### src/rtl/seq_pkg.sv
// Shared types and constants for the PC sequencer: FSM states, branch condition codes, PC step.
package seq_pkg;

   typedef enum logic [1:0] {
      IDLE  = 2'd0,
      FETCH = 2'd1,
      EXEC  = 2'd2
   } state_t;

   localparam logic [4:0] COND_NC = 5'd0;
   localparam logic [4:0] COND_C  = 5'd1;
   localparam logic [4:0] COND_S  = 5'd2;
   localparam logic [4:0] COND_AL = 5'd3;
   localparam logic [4:0] COND_Z  = 5'd4;
   localparam logic [4:0] COND_NZ = 5'd5;

   localparam logic [31:0] PC_STEP = 32'd4;

endpackage

### src/rtl/branch_resolve.sv
// Branch resolution: sequential PC, branch target and taken decision from condition code and ALU flags.
// Purely combinational, zero latency; no flow control.
module branch_resolve
   import seq_pkg::*;
(
   input  logic [31:0] pc,
   input  logic        branch,
   input  logic        branch_src,
   input  logic [4:0]  fcode,
   input  logic [31:0] label,
   input  logic [31:0] read_data1,
   input  logic        sign,
   input  logic        zero,
   input  logic        carry,
   output logic [31:0] seq,
   output logic [31:0] target,
   output logic        take
);

   logic cond;

   always_comb begin
      cond = 1'b0;
      case (fcode)
         COND_NC: cond = ~carry;
         COND_C:  cond = carry;
         COND_S:  cond = sign;
         COND_AL: cond = 1'b1;
         COND_Z:  cond = zero;
         COND_NZ: cond = ~zero;
         default: cond = 1'b0;
      endcase
   end

   // Offsets add modulo 2^32, so two's-complement offsets branch backwards.
   assign seq    = pc + PC_STEP;
   assign target = seq + (branch_src ? label : read_data1);
   assign take   = branch & cond;

endmodule

### src/rtl/pc_sequencer.sv
// PC controller: IDLE -> FETCH (imem_req until imem_ack) -> EXEC (wait exec_done, resolve next PC).
// Min 2 cycles/instr; fetch stalls on imem_ack, resolve stalls on exec_done. BRANCH_COUNT_EN adds taken_count.
module pc_sequencer
   import seq_pkg::*;
#(
   parameter logic [31:0] RESET_PC = 32'h0000_0000
)
(
   input  logic        clk,
   input  logic        rst,
   input  logic        start,
   input  logic        halt,
   output logic        imem_req,
   output logic [31:0] imem_addr,
   input  logic        imem_ack,
   output logic        instr_valid,
   input  logic        exec_done,
   input  logic        branch,
   input  logic        branch_src,
   input  logic [4:0]  fcode,
   input  logic [31:0] label,
   input  logic [31:0] read_data1,
   input  logic        sign,
   input  logic        zero,
   input  logic        carry,
   input  logic        link,
   output logic [31:0] pc,
   output logic        link_we,
   output logic [31:0] link_data,
   output logic        taken,
   output logic        busy
`ifdef BRANCH_COUNT_EN
   ,
   input  logic        count_clr,
   output logic [15:0] taken_count
`endif
);

   state_t      state_q, state_d;
   logic [31:0] pc_q, pc_d;
   logic        taken_q, taken_d;
   logic        halt_pend_q, halt_pend_d;
   logic        instr_valid_q, instr_valid_d;
   logic        resolve;

   logic [31:0] seq;
   logic [31:0] target;
   logic        take;

   branch_resolve u_resolve (
      .pc         (pc_q),
      .branch     (branch),
      .branch_src (branch_src),
      .fcode      (fcode),
      .label      (label),
      .read_data1 (read_data1),
      .sign       (sign),
      .zero       (zero),
      .carry      (carry),
      .seq        (seq),
      .target     (target),
      .take       (take)
   );

   always_comb begin
      state_d       = state_q;
      pc_d          = pc_q;
      taken_d       = taken_q;
      halt_pend_d   = halt_pend_q;
      instr_valid_d = 1'b0;
      resolve       = 1'b0;
      case (state_q)
         IDLE: begin
            if (start) state_d = FETCH;
         end
         FETCH: begin
            // A coincident halt loses to the ack: the fetched instruction still completes.
            if (imem_ack) begin
               state_d       = EXEC;
               instr_valid_d = 1'b1;
            end else if (halt) begin
               state_d = IDLE;
            end
         end
         EXEC: begin
            if (halt) halt_pend_d = 1'b1;
            if (exec_done) begin
               resolve = 1'b1;
               pc_d    = take ? target : seq;
               taken_d = take;
               state_d = (halt || halt_pend_q) ? IDLE : FETCH;
            end
         end
         default: state_d = IDLE;
      endcase
      if (state_d == IDLE) halt_pend_d = 1'b0;
   end

   always_ff @(posedge clk or posedge rst) begin
      if (rst) begin
         state_q       <= IDLE;
         pc_q          <= RESET_PC;
         taken_q       <= 1'b0;
         halt_pend_q   <= 1'b0;
         instr_valid_q <= 1'b0;
      end else begin
         state_q       <= state_d;
         pc_q          <= pc_d;
         taken_q       <= taken_d;
         halt_pend_q   <= halt_pend_d;
         instr_valid_q <= instr_valid_d;
      end
   end

   assign imem_req    = (state_q == FETCH);
   assign imem_addr   = pc_q;
   assign instr_valid = instr_valid_q;
   assign pc          = pc_q;
   assign link_we     = resolve & link;
   assign link_data   = link_we ? seq : 32'd0;
   assign taken       = taken_q;
   assign busy        = (state_q != IDLE);

`ifdef BRANCH_COUNT_EN
   logic [15:0] count_q, count_d;

   always_comb begin
      count_d = count_q;
      if (count_clr) begin
         count_d = 16'd0;
      end else if (resolve && take && (count_q != 16'hFFFF)) begin
         count_d = count_q + 16'd1;
      end
   end

   always_ff @(posedge clk or posedge rst) begin
      if (rst) count_q <= 16'd0;
      else     count_q <= count_d;
   end

   assign taken_count = count_q;
`endif

endmodule

### config.mk
export PLATFORM = sky130hd
export DESIGN_NAME = pc_sequencer
export DESIGN_NICKNAME = d
export VERILOG_FILES = /design/src/rtl/seq_pkg.sv /design/src/rtl/branch_resolve.sv /design/src/rtl/pc_sequencer.sv
export SDC_FILE = /design/constraint.sdc
export NUM_CORES = 1
export LEC_CHECK = 0
export ABC_CLOCK_PERIOD_IN_PS = 4100
export CORE_ASPECT_RATIO = 0.6
export CORE_MARGIN = 2
export CORE_UTILIZATION = 48
export CTS_BUF_LIST = sky130_fd_sc_hd__clkbuf_16
export DETAILED_ROUTE_END_ITERATION = 10
export PLACE_DENSITY_LB_ADDON = 0.12
export SYNTH_ARGS = -nofsm -noshare
export SYNTH_HDL_FRONTEND = slang
export SYNTH_HIERARCHICAL = 1
export SYNTH_SLANG_ARGS = --single-unit
### constraint.sdc
create_clock -name clk -period 4.1 [get_ports clk]
set_input_delay 0.82 -clock clk [delete_from_list [all_inputs] [get_ports clk]]
set_output_delay 0.82 -clock clk [all_outputs]
set_load 0.03 [all_outputs]
==> impl_metrics.tcl <==
set metrics [dict create \
    synth-main-ff-cell "dfrtp_1" \
    grt_pass1_wl_um 28200 \
    synth_seq_cells 37 \
    antenna_found_initial 0 \
    maxCapViolCount 0 \
    hold_ws_ns 0.484 \
    power_w 0.00401 \
    postCtsHoldBufs 0 \
    start_util 0.488 \
    clkTransAtPathRegs_ns 0.06 \
    drt_iter0_drc 506 \
    nNetsFinal 957 \
    syn_to_final_growth_pct 44.3 \
    fin_setup_tns_ns 0 \
    max_freq_mhz 250 \
    grt_start_max_net_pins 67 \
    worstSetupStartpointType "input pin" \
    cts_buffer_depth 2 \
    yosys_warnings 6 \
    status "finished, final reports clean" \
    finalHoldViolations 0 \
    detailedPlacementHpwl_um 14300 \
    synth_edf_count 0 \
    clkLatencyLatePin_ns 0.29 \
    fp.coreArea_um2 11200 \
    fin_crit_sh 0.975 \
    skew_ns 0.00839 \
    async_flop_share 1.00 \
    cts_tree "done" \
    finalCriticalPeriod_ns 4.00 \
    leakage_nw 3.57 \
    synth_top_area_frac 0.170 \
    worst_ep_arrival_time_ns 4.14 \
    ys_types 74 \
    synthTopCellsByArea "dfrtp_1, xnor2_1, ha_1" \
    grt_usage 0.294 \
    worstMarginPinSlew_ns 0.771 \
    cts_inserted_buffers 5 \
    rsz0062_at_grt "true" \
    die_y_um 86.6 \
    layout-drive-gt1-share 0.189 \
    path_class "in2reg" \
    yosysSeqAreaShare 0.170 \
    routabilityCongestion 0.953 \
    setup_viol 0 \
    clkSinkCount 37 \
    vias_per_cell 5.71 \
    slew_headroom 0.485 \
    syn_nets 756 \
    avgSynthCellArea_um2 8.51 \
    hp-class "reg2reg" \
    cts-root-buf "clkbuf_16" \
    cp_max_fo 12 \
    num_io_pins 182 \
    drv_slew 0 \
    synthCells 642 \
    cp-end-kind "flip-flop" \
    die_w_um 142 \
    grt_pass1_vias 5277 \
    htree_levels 2 \
    gr-total-overflow 0 \
    die_area_um2 12300 \
    vias 5636 \
    syn_area_um2 5460 \
    yosys.area.top_type "dfrtp_1" \
    port_buffers 181 \
    routed_wl_um 18500 \
    worstPathRequired_ns 4.24 \
    synthTopCellsByCount "nand2_1, xnor2_1, and3_1" \
    diodes 0 \
    vdd_drop_max_v 0.000262 \
    drc 0 \
    drt_pass1_iterations 5 \
    wl_per_cell_um 18.7 \
    yosysMostFrequentCell "nand2_1" \
    p_per_area_nw_per_um2 509 \
    num_rows 30 \
    drtAntennaViolNets 0 \
]
[final timing paths]
kind | slack [ns] | start | endpoint | depth (start not counted)
worst max register to register | 0.15 | imem_addr[2] | imem_addr[25] | 18
min in group asynchronous | 0.99 | rst | imem_addr[24] | 2
max in group asynchronous | 2.28 | rst | imem_addr[11] | 3
worst min-delay path | 0.48 | taken | taken | 2
worst min register to register | 0.48 | taken | taken | 2
worst max-delay path | 0.10 | branch_src | imem_addr[25] | 18
[placed cells by master (no fill, tap or decap), drive strengths merged, types with 22 or more instances in the layout]
cell type	n
mux2i	39
nor2	22
inv	24
nand2	60
buf	81
xor2	26
mux2	28
xnor2	52
and3	40
ha	32
clkdlybuf4s50	175
o21ai	48
dfrtp	37
[what timing repair did]
item                       CTS  global route
setup endpoints to repair    0            13
gates resized for setup      0            21
buffers inserted             0             6
[worst max-delay path: stages]
cell      delay, ns
buf_2          0.20
buf_4          0.18
buf_4          0.25
mux2i_2        0.30
inv_1          0.12
ha_1           0.25
nor3b_1        0.26
nand2_1        0.11
mux2i_1        0.19
nor4_2         0.09
and4_1         0.19
a21boi_1       0.24
buf_4          0.16
o311ai_1       0.11
a31o_1         0.28
xnor2_1        0.14
mux2i_1        0.13
o21ai_0        0.09
[flip-flops by register name, indices dropped and copies added (netlist names)]
name         count
halt_pend_q      1
imem_addr       32
state_q          2
taken            1
instr_valid      1
[power by group]
part	leakage, nW	switching, W	internal, W
clock network	0.0797	0.000168	0.000283
logic	2.99	0.00156	0.00134
registers	0.497	0.000181	0.000472
[metal layers]
metal  wire length (um)  part of all wire  global-route usage  vias up
met5                  0                 0                   0        -
met4                183            0.0099              0.0564        0
met3               1500             0.081              0.0508       17
met2               7670              0.41               0.432      264
met1               9130              0.49               0.449     2690
li1                   -                 -                   -     2665
[final cells by class]
cell class / instances / area, um^2
clock inverter: 2 / 35.0
fill: 880 / 3300
multi-input combinational: 518 / 4090
tap: 144 / 180
sequential: 37 / 930
timing repair buffer: 257 / 2430
clock buffer: 5 / 125
inverter: 24 / 90.1
[cell families (layout without fill, tap and decap cells)]
group,count (synthesis),after routing,share of synthesized area
AND/OR/NAND/NOR,207,207,0.218
AO/OA/AOI/OAI,125,125,0.148
buffers and inverters,87,288,0.0976
XOR/XNOR,86,86,0.161
multiplexers,67,67,0.129
flip-flops,37,37,0.170
adder cells (fa/ha/maj),33,33,0.0770
[metrics by stage]
| stage | cells | instance area, um^2 | utilization | worst slack, ns |
|---|---|---|---|---|
| 3_3_place_gp | 974 | 7580 | 0.678 | -0.0875 |
| 6_report | 987 | 7880 | 0.705 | 0.103 |
| 2_1_floorplan | 642 | 5480 | - | 0.0310 |
| 4_1_cts | 981 | 7740 | 0.692 | 0.0156 |
| 5_1_grt | 987 | 7880 | 0.705 | -0.0181 |
| 3_5_place_dp | 974 | 7580 | 0.678 | -0.196 |
Note: power is estimated with default switching activity, not from simulation.
